==> config.mk <==
export PLATFORM = sky130hd
export DESIGN_NAME = float_to_fixed
export DESIGN_NICKNAME = d
export VERILOG_FILES = /design/src/rtl/float_to_fixed.sv
export SDC_FILE = /design/constraint.sdc
export NUM_CORES = 1
export LEC_CHECK = 0
export CAP_MARGIN = 10
export CELL_PAD_IN_SITES_DETAIL_PLACEMENT = 1
export CELL_PAD_IN_SITES_GLOBAL_PLACEMENT = 2
export CORE_AREA = 3 3 148 136
export DETAILED_ROUTE_END_ITERATION = 7
export DIE_AREA = 0 0 151 139
export PLACE_DENSITY_LB_ADDON = 0.25
export REMOVE_ABC_BUFFERS = 1
export SLEW_MARGIN = 25
export SYNTH_ARGS = -nofsm -noshare
export SYNTH_HDL_FRONTEND = slang
export SYNTH_SLANG_ARGS = --single-unit
==> constraint.sdc <==
create_clock -name clk -period 4.4 [get_ports clk]
set_clock_uncertainty 0.1 [all_clocks]
set_input_delay 0.44 -clock clk [delete_from_list [all_inputs] [get_ports clk]]
set_output_delay 0.44 -clock clk [all_outputs]
set_load 0.02 [all_outputs]
==> src/rtl/float_to_fixed.sv <==
// IEEE-754 single -> signed Q(31-FRAC_BITS).FRAC_BITS converter with a serial one-bit-per-cycle shifter.
// Latency n+3 edges for the shift path, 2 for special/zero/saturating operands; one operand at a time.
// Backpressure: in_ready only in IDLE; the result is held in DONE until out_ready. F2F_ROUND_NEAREST_EN selects RNE, otherwise truncation.
module float_to_fixed #(
    parameter int FRAC_BITS = 16
) (
    input  logic        clk,
    input  logic        rst_n,
    input  logic [31:0] in_data,
    input  logic        in_valid,
    output logic        in_ready,
    output logic [31:0] out_data,
    output logic        out_valid,
    input  logic        out_ready,
    output logic        out_ovf,
    output logic        out_inv,
    output logic        out_inexact
);

    typedef enum logic [2:0] {IDLE, DECODE, SHIFT, ROUND, DONE} state_t;

    localparam logic signed [10:0] FB = 11'(FRAC_BITS);

    state_t      state_q, state_d;
    logic [31:0] op_q, op_d;
    logic        sign_q, sign_d;
    logic [31:0] mag_q, mag_d;
    logic        guard_q, guard_d;
    logic        sticky_q, sticky_d;
    logic [4:0]  cnt_q, cnt_d;
    logic        left_q, left_d;
    logic        in_ready_q, in_ready_d;
    logic [31:0] out_data_q, out_data_d;
    logic        out_valid_q, out_valid_d;
    logic        out_ovf_q, out_ovf_d;
    logic        out_inv_q, out_inv_d;
    logic        out_inexact_q, out_inexact_d;

    logic [7:0]         exp_w;
    logic [22:0]        frac_w;
    logic signed [10:0] scale;
    logic signed [10:0] k;
    logic [4:0]         shift_n;
    logic               round_up;
    logic [32:0]        mag_rnd;

    // scale is the weight of the hidden bit in the output word; k is how far the 24-bit mantissa must move.
    assign exp_w   = op_q[30:23];
    assign frac_w  = op_q[22:0];
    assign scale   = $signed({3'b000, exp_w}) - 11'sd127 + FB;
    assign k       = scale - 11'sd23;
    assign shift_n = (k > 11'sd0)   ? 5'(k) :
                     (k < -11'sd26) ? 5'd26 : 5'(-k);

`ifdef F2F_ROUND_NEAREST_EN
    assign round_up = guard_q & (sticky_q | mag_q[0]);
`else
    assign round_up = 1'b0;
`endif
    assign mag_rnd = {1'b0, mag_q} + 33'(round_up);

    always_comb begin
        state_d       = state_q;
        op_d          = op_q;
        sign_d        = sign_q;
        mag_d         = mag_q;
        guard_d       = guard_q;
        sticky_d      = sticky_q;
        cnt_d         = cnt_q;
        left_d        = left_q;
        in_ready_d    = in_ready_q;
        out_data_d    = out_data_q;
        out_valid_d   = out_valid_q;
        out_ovf_d     = out_ovf_q;
        out_inv_d     = out_inv_q;
        out_inexact_d = out_inexact_q;
        case (state_q)
            IDLE: begin
                if (in_valid) begin
                    op_d          = in_data;
                    state_d       = DECODE;
                    in_ready_d    = 1'b0;
                    out_ovf_d     = 1'b0;
                    out_inv_d     = 1'b0;
                    out_inexact_d = 1'b0;
                end
            end
            DECODE: begin
                sign_d   = op_q[31];
                mag_d    = {8'd0, 1'b1, frac_w};
                guard_d  = 1'b0;
                sticky_d = 1'b0;
                left_d   = (k > 11'sd0);
                cnt_d    = shift_n;
                if (exp_w == 8'hFF && frac_w != 23'd0) begin
                    out_data_d  = 32'd0;
                    out_inv_d   = 1'b1;
                    out_valid_d = 1'b1;
                    state_d     = DONE;
                end else if (exp_w == 8'hFF || scale >= 11'sd31) begin
                    out_data_d  = op_q[31] ? 32'h8000_0000 : 32'h7FFF_FFFF;
                    out_ovf_d   = 1'b1;
                    out_valid_d = 1'b1;
                    state_d     = DONE;
                end else if (exp_w == 8'd0) begin
                    out_data_d    = 32'd0;
                    out_inexact_d = (frac_w != 23'd0);
                    out_valid_d   = 1'b1;
                    state_d       = DONE;
                end else if (shift_n == 5'd0) begin
                    state_d = ROUND;
                end else begin
                    state_d = SHIFT;
                end
            end
            SHIFT: begin
                if (left_q) begin
                    mag_d = {mag_q[30:0], 1'b0};
                end else begin
                    mag_d    = {1'b0, mag_q[31:1]};
                    guard_d  = mag_q[0];
                    sticky_d = sticky_q | guard_q;
                end
                cnt_d = cnt_q - 5'd1;
                if (cnt_q == 5'd1) begin
                    state_d = ROUND;
                end
            end
            ROUND: begin
                out_inexact_d = guard_q | sticky_q;
                if (mag_rnd > 33'h0_7FFF_FFFF) begin
                    out_data_d = sign_q ? 32'h8000_0000 : 32'h7FFF_FFFF;
                    out_ovf_d  = 1'b1;
                end else begin
                    out_data_d = sign_q ? (~mag_rnd[31:0] + 32'd1) : mag_rnd[31:0];
                end
                out_valid_d = 1'b1;
                state_d     = DONE;
            end
            DONE: begin
                if (out_ready) begin
                    out_valid_d = 1'b0;
                    in_ready_d  = 1'b1;
                    state_d     = IDLE;
                end
            end
            default: begin
                state_d    = IDLE;
                in_ready_d = 1'b1;
            end
        endcase
    end

    always_ff @(posedge clk or negedge rst_n) begin
        if (!rst_n) begin
            state_q       <= IDLE;
            op_q          <= 32'd0;
            sign_q        <= 1'b0;
            mag_q         <= 32'd0;
            guard_q       <= 1'b0;
            sticky_q      <= 1'b0;
            cnt_q         <= 5'd0;
            left_q        <= 1'b0;
            in_ready_q    <= 1'b1;
            out_data_q    <= 32'd0;
            out_valid_q   <= 1'b0;
            out_ovf_q     <= 1'b0;
            out_inv_q     <= 1'b0;
            out_inexact_q <= 1'b0;
        end else begin
            state_q       <= state_d;
            op_q          <= op_d;
            sign_q        <= sign_d;
            mag_q         <= mag_d;
            guard_q       <= guard_d;
            sticky_q      <= sticky_d;
            cnt_q         <= cnt_d;
            left_q        <= left_d;
            in_ready_q    <= in_ready_d;
            out_data_q    <= out_data_d;
            out_valid_q   <= out_valid_d;
            out_ovf_q     <= out_ovf_d;
            out_inv_q     <= out_inv_d;
            out_inexact_q <= out_inexact_d;
        end
    end

    assign in_ready    = in_ready_q;
    assign out_data    = out_data_q;
    assign out_valid   = out_valid_q;
    assign out_ovf     = out_ovf_q;
    assign out_inv     = out_inv_q;
    assign out_inexact = out_inexact_q;

endmodule

# Word level (Yosys, flattened, before mapping)
# Cells that the tools add are included.
totals:
  register_bits: 113
  input_bits: 36
  output_inout_bits: 37
op_classes:
  reduce_logical: 21
  mux: 43
  n_eq_ne: 17
  n_lt_le_gt_ge: 4
  bitwise_logic: 3
  addsub: 6
ops:
  columns: ["operator", "n"]
  rows:
  - ["$mux W32", 8]
  - ["$pmux W32 S2", 2]
  - ["$add A32 B1 Y32 const B", 1]
  - ["$gt A32 B31 Y1 const B", 1]
  - ["$not A32 Y32", 1]
  - ["$reduce_bool A23 Y1", 1]
  - ["$ne A2 B2 Y1 const B", 10]
  - ["$mux W3", 6]
  - ["$mux W1", 16]
  - ["$pmux W3 S5", 1]
  - ["$pmux W1 S3", 4]
  - ["$reduce_and A3 Y1", 4]
  - ["$gt A11 B1 Y1 const B", 1]
  - ["$lt A11 B6 Y1 const B", 1]
  - ["$sub A10 B6 Y11 const B", 1]
  - ["$add A9 B6 Y10 const B", 1]
  - ["$ge A10 B6 Y1 const B", 1]
  - ["$mux W5", 2]
  - ["$pmux W5 S2", 1]
  - ["$reduce_and A5 Y1", 2]
  - ["$sub A8 B7 Y9 const B", 1]
  - ["$eq A8 B8 Y1 const B", 1]
  - ["$logic_not A8 Y1", 1]
  - ["$eq A3 B2 Y1 const B", 2]
  - ["17 further kinds", 24]

# Depth between registers and ports, before layout
# Gate-level depths: netlist of the first run.
logic_depth:
  word_depth: 12
  mapped_depth: 14
  ltp_nobuf: 13

# Least setup slack after synthesis of the first run
# No wires, ideal clock.
synth_path:
  kind: "register to register"
  startpoint: "reg op_q[25]"
  endpoint: "reg out_data_q[17], in the netlist out_data[17]"
  synth_period_minus_slack_ps: 3068
  t_required_ps: 4222
  path_stages_with_launch: 15
  setup_time_ps: 78
  n_path_buf: 1
  path_slack_ps: 1332
  arrival_time_ps: 2891
  path_cell_list: "dfrtp_1 ha_1 nand4_1 xnor2_2 ha_1 nand3b_1 a21oi_1 nor4_2 o31ai_2 o21ai_2 o21ai_1 or3_1 o21a_1 buf_6 a21oi_1"
synth_between:
  elab_chain_len: 7
  word_cells_on_any_way: 12
  cone_classes: "2 x add/sub; 1 x order compare; 2 x eq/ne; 3 x mux; 4 x reduce/logical"
synth_lines:
  columns: ["element", "line_no", "rtl"]
  rows:
  - ["start, declared", "25", "logic [31:0] op_q, op_d;"]
  - ["start signal, assigned", "172", "op_q <= op_d;"]
  - ["$sub A8 B7 Y9", "50", "assign scale = $signed({3'b000, exp_w}) - 11'sd127 + FB;"]
  - ["$add A9 B6 Y10", "50", null]
  - ["$ge A10 B6 Y1", "100", "end else if (exp_w == 8'hFF || scale >= 11'sd31) begin"]
  - ["$logic_or A1 B1 Y1", "100", null]
  - ["$mux W32", "100", null]
  - ["$mux W32", "95", "if (exp_w == 8'hFF && frac_w != 23'd0) begin"]
  - ["$pmux W32 S2", "77", "case (state_q)"]
  - ["end signal, assigned", "180", "out_data_q <= out_data_d;"]
  - ["end, declared", "33", "logic [31:0] out_data_q, out_data_d;"]
# Several ways; a longest one is shown, not always the timed one.
# A chain may end at the register's enable or synchronous reset.

# Worst setup path after layout of the first run
layout_path:
  startpoint: "reg op_q[23]"
  endpoint: "reg out_data_q[12], in the netlist out_data[12]"
# The elaborated chain is that of the path after synthesis.

==> summary.md, run 1 <==
| Metric | Value |
|---|---|
| Outcome | finished with violations |
| Failing checks | hold timing |
| VDD IR max | ~0.00033 V |
| DRT iter0 DRCs | between 200 and 300 |
| Vias/cell | about 5.5 |
| Crit path DAT | approximately 4000 ps |
| I/O Pins | between 70 and 80 |
| Routability cong. | a little over 0.8 |
| Post-synthesis cell area | between 6000 and 7000 um^2 |
| Register Area | approximately 2800 um^2 |
| Worst Tran Pin Value | approximately 1000 ps |
| Grt total ovfl | 0 |
| Asr flop ratio synth | 100% |
| Hold Slack | -26.9 ps |
| Area of the die | about 21,000 um^2 |
| Sequential fraction of the synthesis area | between 40 and 50% |
| Clock buffer count from CTS | 17 |
| Cell family with most CP delay | compound AO/OA/AOI/OAI gates |
| First-pass GRT wire length | between 30,000 and 40,000 um |
| Crit-path cells | ha_1, nand3_1, xnor2_2, ha_1, nand3b_1, a21oi_1, nor4_2, o31ai_2, o21ai_2, o21ai_1, or3_1, o21a_2, a21oi_1 |
| Slowest cell on the critical path | dfrtp_1 |
| DRT Pass-1 Iters | 5 |
| N_diodes | 0 |
| Layout cells sized above 1 | around 12% |
| Commonest cells after routing, fill and taps aside | dfrtp_1 (112), nor2_1 (107), clkdlybuf4s50_1 (71) |
| Cell Area, Placed | between 7000 and 8000 um^2 |
| Static Leakage | approximately 3.3 nW |
| Top FF cell, synth | dfrtp_1 |
| Initial antenna violation count | 0 |
| Levels on crit path | 13 |
| CTS Buffer Depth | 2 |
| Clock transition at the registers of the reported paths | approximately 50 ps |
| #FFs+latches synth | ~110 |
| Post-synth EDFFs | 0 |
| Vias in the first global route | around 6,200 |
| Routed met2 length | roughly 9900 um |
| DRT Wirelength | 20,000 um |
| Die H | around 140 um |
| RSZ-0062 raised after global routing | false |
| Slew HR | approximately 34% |
| Hold-fix buffers, CTS | 0 |
| Total number of vias | ~5,800 |
| Path depth of the worst reg2reg path | 13 |
| HP Class | primary input to asynchronous set/reset pin |
| CTS tree | done |
| Footprint of the multi-input gates | around 3600 um^2 |
| Crit start category | register |
| Fin. Hold Viols | 18 |
| Post-CTS setup buffers | 0 |
| Row Count | 48 |
| Final min period | 3710 ps |
| YS warnings | 0 |
| Post-cts resize count | 0 |
| Maximum fanout along the worst path | 31 |
| Routed wire length per instance | about 19 um |
| Slowest stage delay, CP | ~510 ps |
| Clk Latency, worst-skew pair | about 410 ps |
| CTS H-Tree Depth | 4 |
| Buffers and inverters on the worst path | 0 |
| Critical Path RT | 4630 ps |
| Final ANT Viol Nets | 0 |
| Power Total | a little over 7 mW |
| Crit Path Category | register to register |
| Power per Cell Area | approximately 880 nW/um^2 |
| Final Max Slew Viols | 0 |
| Initial Util | a little over a third |
| Maximum number of pins on one net before global-route repair | slightly above 80 |
| Met1 Routed Length | ~9000 um |
| Nets@finish | around 830 |
| Commonest non-fill, non-tap cell in the layout | dfrtp_1 |
| WL met3 | roughly 850 um |
| Critical path endpoint category | register |
| Core area | between 15,000 and 20,000 um^2 |
| Netlist cell types | 70 |
| Cell count after synthesis | 736 |
| Setup_tns | 0 ps |
| Final Cell Area | between 8000 and 9000 um^2 |
| Area grow syn2layout | 22.1% |
| Max Clk Rate | roughly 0.27 GHz |
| Die X | around 150 um |
| Final period utilization | between 80% and 90% |
| Port bufs | 72 |
| GRT Overall Usage | 20.0% |
| Setup violators final | 0 |
| # DRC | 0 |
| Post-DP HPWL | between 10,000 and 15,000 um |
| Layout fillers | 2,166 |
| Root Buffer | clkbuf_16 |
| Max_cap viols | 0 |
| Clk sinks | about 110 |
| Max layer used | met4 |
| Synth Area per Inst | between 9 and 10 um^2 |
| Final Core Density | 43.4% |
[registers in the layout, summed over array words and instances (netlist names), 3 cells and up]
name	cells
cnt_q	5
op_q	32
out_data	32
mag_q	32
state_q	3
[worst paths after layout]
check / from / to / slack, ps
worst min register to register: in_ready / in_ready / 380
worst max-delay path: op_q[23] / out_data[12] / 690
min in group clk: in_ready / in_ready / 380
worst min-delay path: rst_n / mag_q[27] / -30
max in group asynchronous: rst_n / mag_q[9] / 3260
worst max register to register: op_q[23] / out_data[12] / 690
[logic make-up (layout without fill, tap and decap cells)]
logic type      Yosys count  in the layout  synth area share, %
compound gates          188            188                 19.1
xor+xnor                 23             23                 3.34
fa+ha+maj                10             10                 1.87
buf+inv                  69            127                 4.37
flops                   113            113                 42.2
mux                      63             63                 9.99
simple gates            270            270                 19.1
[per-layer routing]
metal / global-route usage (%) / up-vias
met2: 34.0 / 106
met4: 5.92 / 0
met1: 25.8 / 2911
li1: - / 2745
met3: 3.79 / 20
met5: 0 / -
[layout make-up]
type / count / area share [%]
Clock buffer: 26 / 6.22
Clock inverter: 5 / 0.917
Inverter: 14 / 0.642
Multi-Input combinational cell: 554 / 44.0
Sequential cell: 113 / 34.6
Tap cell: 250 / 3.82
Timing Repair Buffer: 82 / 9.89
[per-stage QoR]
| stage | instances | setup slack (ps) |
|---|---|---|
| 2_1_floorplan | 681 | 402 |
| 3_3_place_gp | 1012 | 461 |
| 3_5_place_dp | 1013 | 695 |
| 4_1_cts | 1044 | 669 |
| 5_1_grt | 1044 | 331 |
| 6_report | 1044 | 694 |
[power by group]
| group | internal (mW) | leakage, nW | switching, mW |
|---|---|---|---|
| Clock | 0.902 | 0.290 | 0.459 |
| Sequential | 1.54 | 1.37 | 0.694 |
| Combinational | 1.62 | 1.63 | 1.99 |
| Total | 4.06 | 3.29 | 3.15 |
[Yosys cell counts, types with 6 or more instances]
| library cell | n | area share, % |
|---|---|---|
| o21ai_0 | 29 | 2.2 |
| nor3b_1 | 11 | 1.2 |
| nor3_1 | 13 | 0.97 |
| inv_1 | 13 | 0.73 |
| o22ai_1 | 13 | 1.2 |
| or3_1 | 12 | 1.1 |
| nand3_1 | 13 | 0.97 |
| clkbuf_1 | 39 | 2.2 |
| xnor2_1 | 9 | 1.2 |
| mux2i_1 | 32 | 4.8 |
| ha_1 | 10 | 1.9 |
| xor2_1 | 11 | 1.4 |
| a221o_1 | 22 | 3.3 |
| and3_1 | 6 | 0.56 |
| a21o_1 | 7 | 0.78 |
| a211oi_1 | 6 | 0.67 |
| a21oi_1 | 55 | 4.1 |
| dfrtp_1 | 112 | 42 |
| buf_1 | 8 | 0.45 |
| nor2_1 | 109 | 6.1 |
| or4_1 | 6 | 0.67 |
| nand2_1 | 70 | 3.9 |
| nor4_1 | 7 | 0.65 |
| mux2_2 | 31 | 5.2 |
No activity file was read; power rests on OpenSTA's default activity.
==> inputs of run 2 (changes only) <==
Settings changed: CORE_AREA 3 3 148 136 to 3 3 157 144, DIE_AREA 0 0 151 139 to 0 0 160 147.
Clock period 4.4 ns to 3.38 ns, I/O delays scaled along.
==> summary.md, run 2 (same netlist as run 1, synthesis figures left out) <==
| Metric | Value |
|---|---|
| Slowest cell on the critical path | or3_1 |
| Setup WS post-layout | 90.7 ps (-604 ps) |
| Clk Latency, worst-skew pair | 420 ps (about the same) |
| CTS Buffer Depth | 2 (unchanged) |
| Grt total ovfl | 0 (unchanged) |
| N_diodes | 0 (unchanged) |
| Cell count after placement | 1,060 (+4.6%) |
| I/O Pins | 73 (unchanged) |
| Layout fillers | 2,419 (+12%) |
| Final ANT Viol Nets | 0 (unchanged) |
| Final period utilization | 97.3% (+13 points) |
| Area grow syn2layout | 24.8% |
| Worst slack at placement | 50.5 ps (-644 ps) |
| CTS tree | done |
| Hold Slack | 364 ps (+391 ps) |
| Critical path endpoint category | register |
| Path depth of the worst reg2reg path | 14 (+1) |
| Clock power share | 17.7% (-1.2 points) |
| DRT iter0 DRCs | 331 (+31%) |
| Buffers and inverters on the worst path | 1 (+1) |
| Power per Cell Area | 1150 nW/um^2 (+30%) |
| Die X | 160 um (+6.0%) |
| Final Max Slew Viols | 0 (unchanged) |
| Int Pwr | 5.36 mW (+32%) |
| Clock transition at the registers of the reported paths | 50 ps (about the same) |
| First-pass GRT wire length | 34,500 um (+3.6%) |
| Root Buffer | clkbuf_16 |
| Nets@finish | 845 (+2.1%) |
| Crit Path Category | register to register |
| Routability cong. | 0.821 (-0.21%) |
| Psw | 4.23 mW (+34%) |
| Post-DP HPWL | 14,700 um (+4.9%) |
| Cell family with most CP delay | simple AND/OR/NAND/NOR gates |
| Maximum fanout along the worst path | 31 (unchanged) |
| Crit path launch | op_q[24] |
| Crit path DAT | 3530 ps (-410 ps) |
| Crit-path cells | ha_1, nand3_1, xnor2_2, ha_2, nand3b_1, a21oi_1, nor4_2, o31ai_2, o21ai_2, o21ai_1, or3_1, o21a_1, buf_6, a21oi_1 |
| RSZ-0062 raised after global routing | true |
| Row Count | 50 (+4.2%) |
| Gate power share | 52.4% (+2.3 points) |
| DRT Wirelength | 20,800 um (+4.2%) |
| Commonest non-fill, non-tap cell in the layout | dfrtp_1 |
| Clk sinks | 113 (unchanged) |
| Initial antenna violation count | 0 (unchanged) |
| DRT Pass-1 Iters | 4 (-1) |
| GRT Overall Usage | 18.2% (-1.8 points) |
| HP Class | primary input to asynchronous set/reset pin |
| Die H | 147 um (+5.8%) |
| Layout cells sized above 1 | 14.1% (+2.5 points) |
| Core area | 20,900 um^2 (+11%) |
| Outcome | finished clean |
| Final cell count without fillers | 1,096 (+5.0%) |
| Slowest stage delay, CP | 440 ps (-70 ps) |
| Vias/cell | 5.41 (-2.3%) |
| Static Leakage | 3.36 nW (+2.3%) |
| Port bufs | 72 (unchanged) |
| Minimum setup slack among reg-to-reg paths | 90 ps (-600 ps) |
| Worst r2r src | op_q[24] |
| # DRC | 0 (unchanged) |
| Worst Tran Pin Value | 784 ps (-189 ps) |
| Setup_tns | 0 ps (unchanged) |
| Critical Path RT | 3620 ps (-1010 ps) |
| Vias in the first global route | 6,178 (-0.69%) |
| Maximum number of pins on one net before global-route repair | 57 (-30%) |
| Most used cell, CP | a21oi_1 |
| VDD IR max | 0.000341 V (+4.6%) |
| Fin. Hold Viols | 0 (-18) |
| Initial Util | 32.1% (-3.5 points) |
| Max Clk Rate | 0.304 GHz (+13%) |
| Total number of vias | 5,930 (+2.6%) |
| Routed wire length per instance | 19.0 um (-0.71%) |
| Crit start category | register |
| Power Total | 9.60 mW (+33%) |
| Levels on crit path | 14 (+1) |
| Sequential Power Share | 29.9% (-1.1 points) |
| Max_cap viols | 0 (unchanged) |
| CTS H-Tree Depth | 4 (unchanged) |
| Final min period | 3290 ps (-416 ps) |
| Clock buffer count from CTS | 17 (unchanged) |
| Sw Ratio | 44.1% (+0.46 points) |
| Commonest cells after routing, fill and taps aside | dfrtp_1 (112), nor2_1 (105), clkdlybuf4s50_1 (71) |
| Area of the die | 23,500 um^2 (+12%) |
| Setup violators final | 0 (unchanged) |
| Reg2reg end | out_data[25] |
| Slew HR | 47.7% (+13 points) |
run 2: cell count changes in the layout (fill, tap and decap cells not counted), sizes merged:
cell         previous run  this run
clkbuf                 26        24
clkinv                  3         5
bufinv                  2         1
buf                    11        27
dlygate4sd3             0         1
run 2: stage by stage:
step                      util (%)  cell area [um^2]
after global routing          40.1              8370
final                         40.1              8370
after floorplan                  -              6460
after detailed placement      37.1              7750
after CTS                     39.8              8320
after global placement        37.1              7750
run 2: power groups by stage:
stage	clock, mW	combinational [mW]	sequential, mW
global route	1.81	5.56	2.99
detailed placement	0	4.95	2.88
global placement	0	4.77	2.83
finish	1.70	5.02	2.87
floorplan	0	2.98	2.94
CTS	1.74	4.98	2.87
run 2: worst max-delay path by stage:
stage / slack [ps] / end
3_5_place_dp: 50 / out_data[5]
5_1_grt: -70 / out_data[8]
2_1_floorplan: -620 / out_data[0]
4_1_cts: 40 / out_data[11]
3_3_place_gp: 240 / out_data[3]
6_report: 90 / out_data[25]
run 2: timing repair:
| item | CTS | global route |
|---|---|---|
| setup buffers | 0 | 5 |
| hold buffers | 1 | 0 |
| resized for setup | 0 | 4 |
| endpoints found under the hold margin | 43 | 0 |
| endpoints found under the setup margin | 0 | 33 |
run 2: layer usage:
metal | vias up | GRT usage [%] | share of wire, %
met5 | - | 0 | 0
li1 | 2793 | - | -
met1 | 2988 | 26.5 | 50
met3 | 16 | 3.64 | 4.3
met2 | 133 | 27.5 | 45
met4 | 0 | 5.12 | 1.0
run 2: cell type report:
cell class | count | area (um^2) | share of cell area (%)
clock inverters | 6 | 55.1 | 0.658
multi-input cells | 554 | 3620 | 43.3
well taps | 286 | 358 | 4.28
flip-flops and latches | 113 | 2830 | 33.8
repair buffers | 99 | 952 | 11.4
clock buffers | 24 | 502 | 5.99
inverters | 14 | 52.6 | 0.628
==> inputs of run 3 (changes only) <==
Settings changed: HOLD_SLACK_MARGIN from default to 0.15.
==> results of run 3 <==
No change in the layout: final DEF, timing and power equal those of run 2.
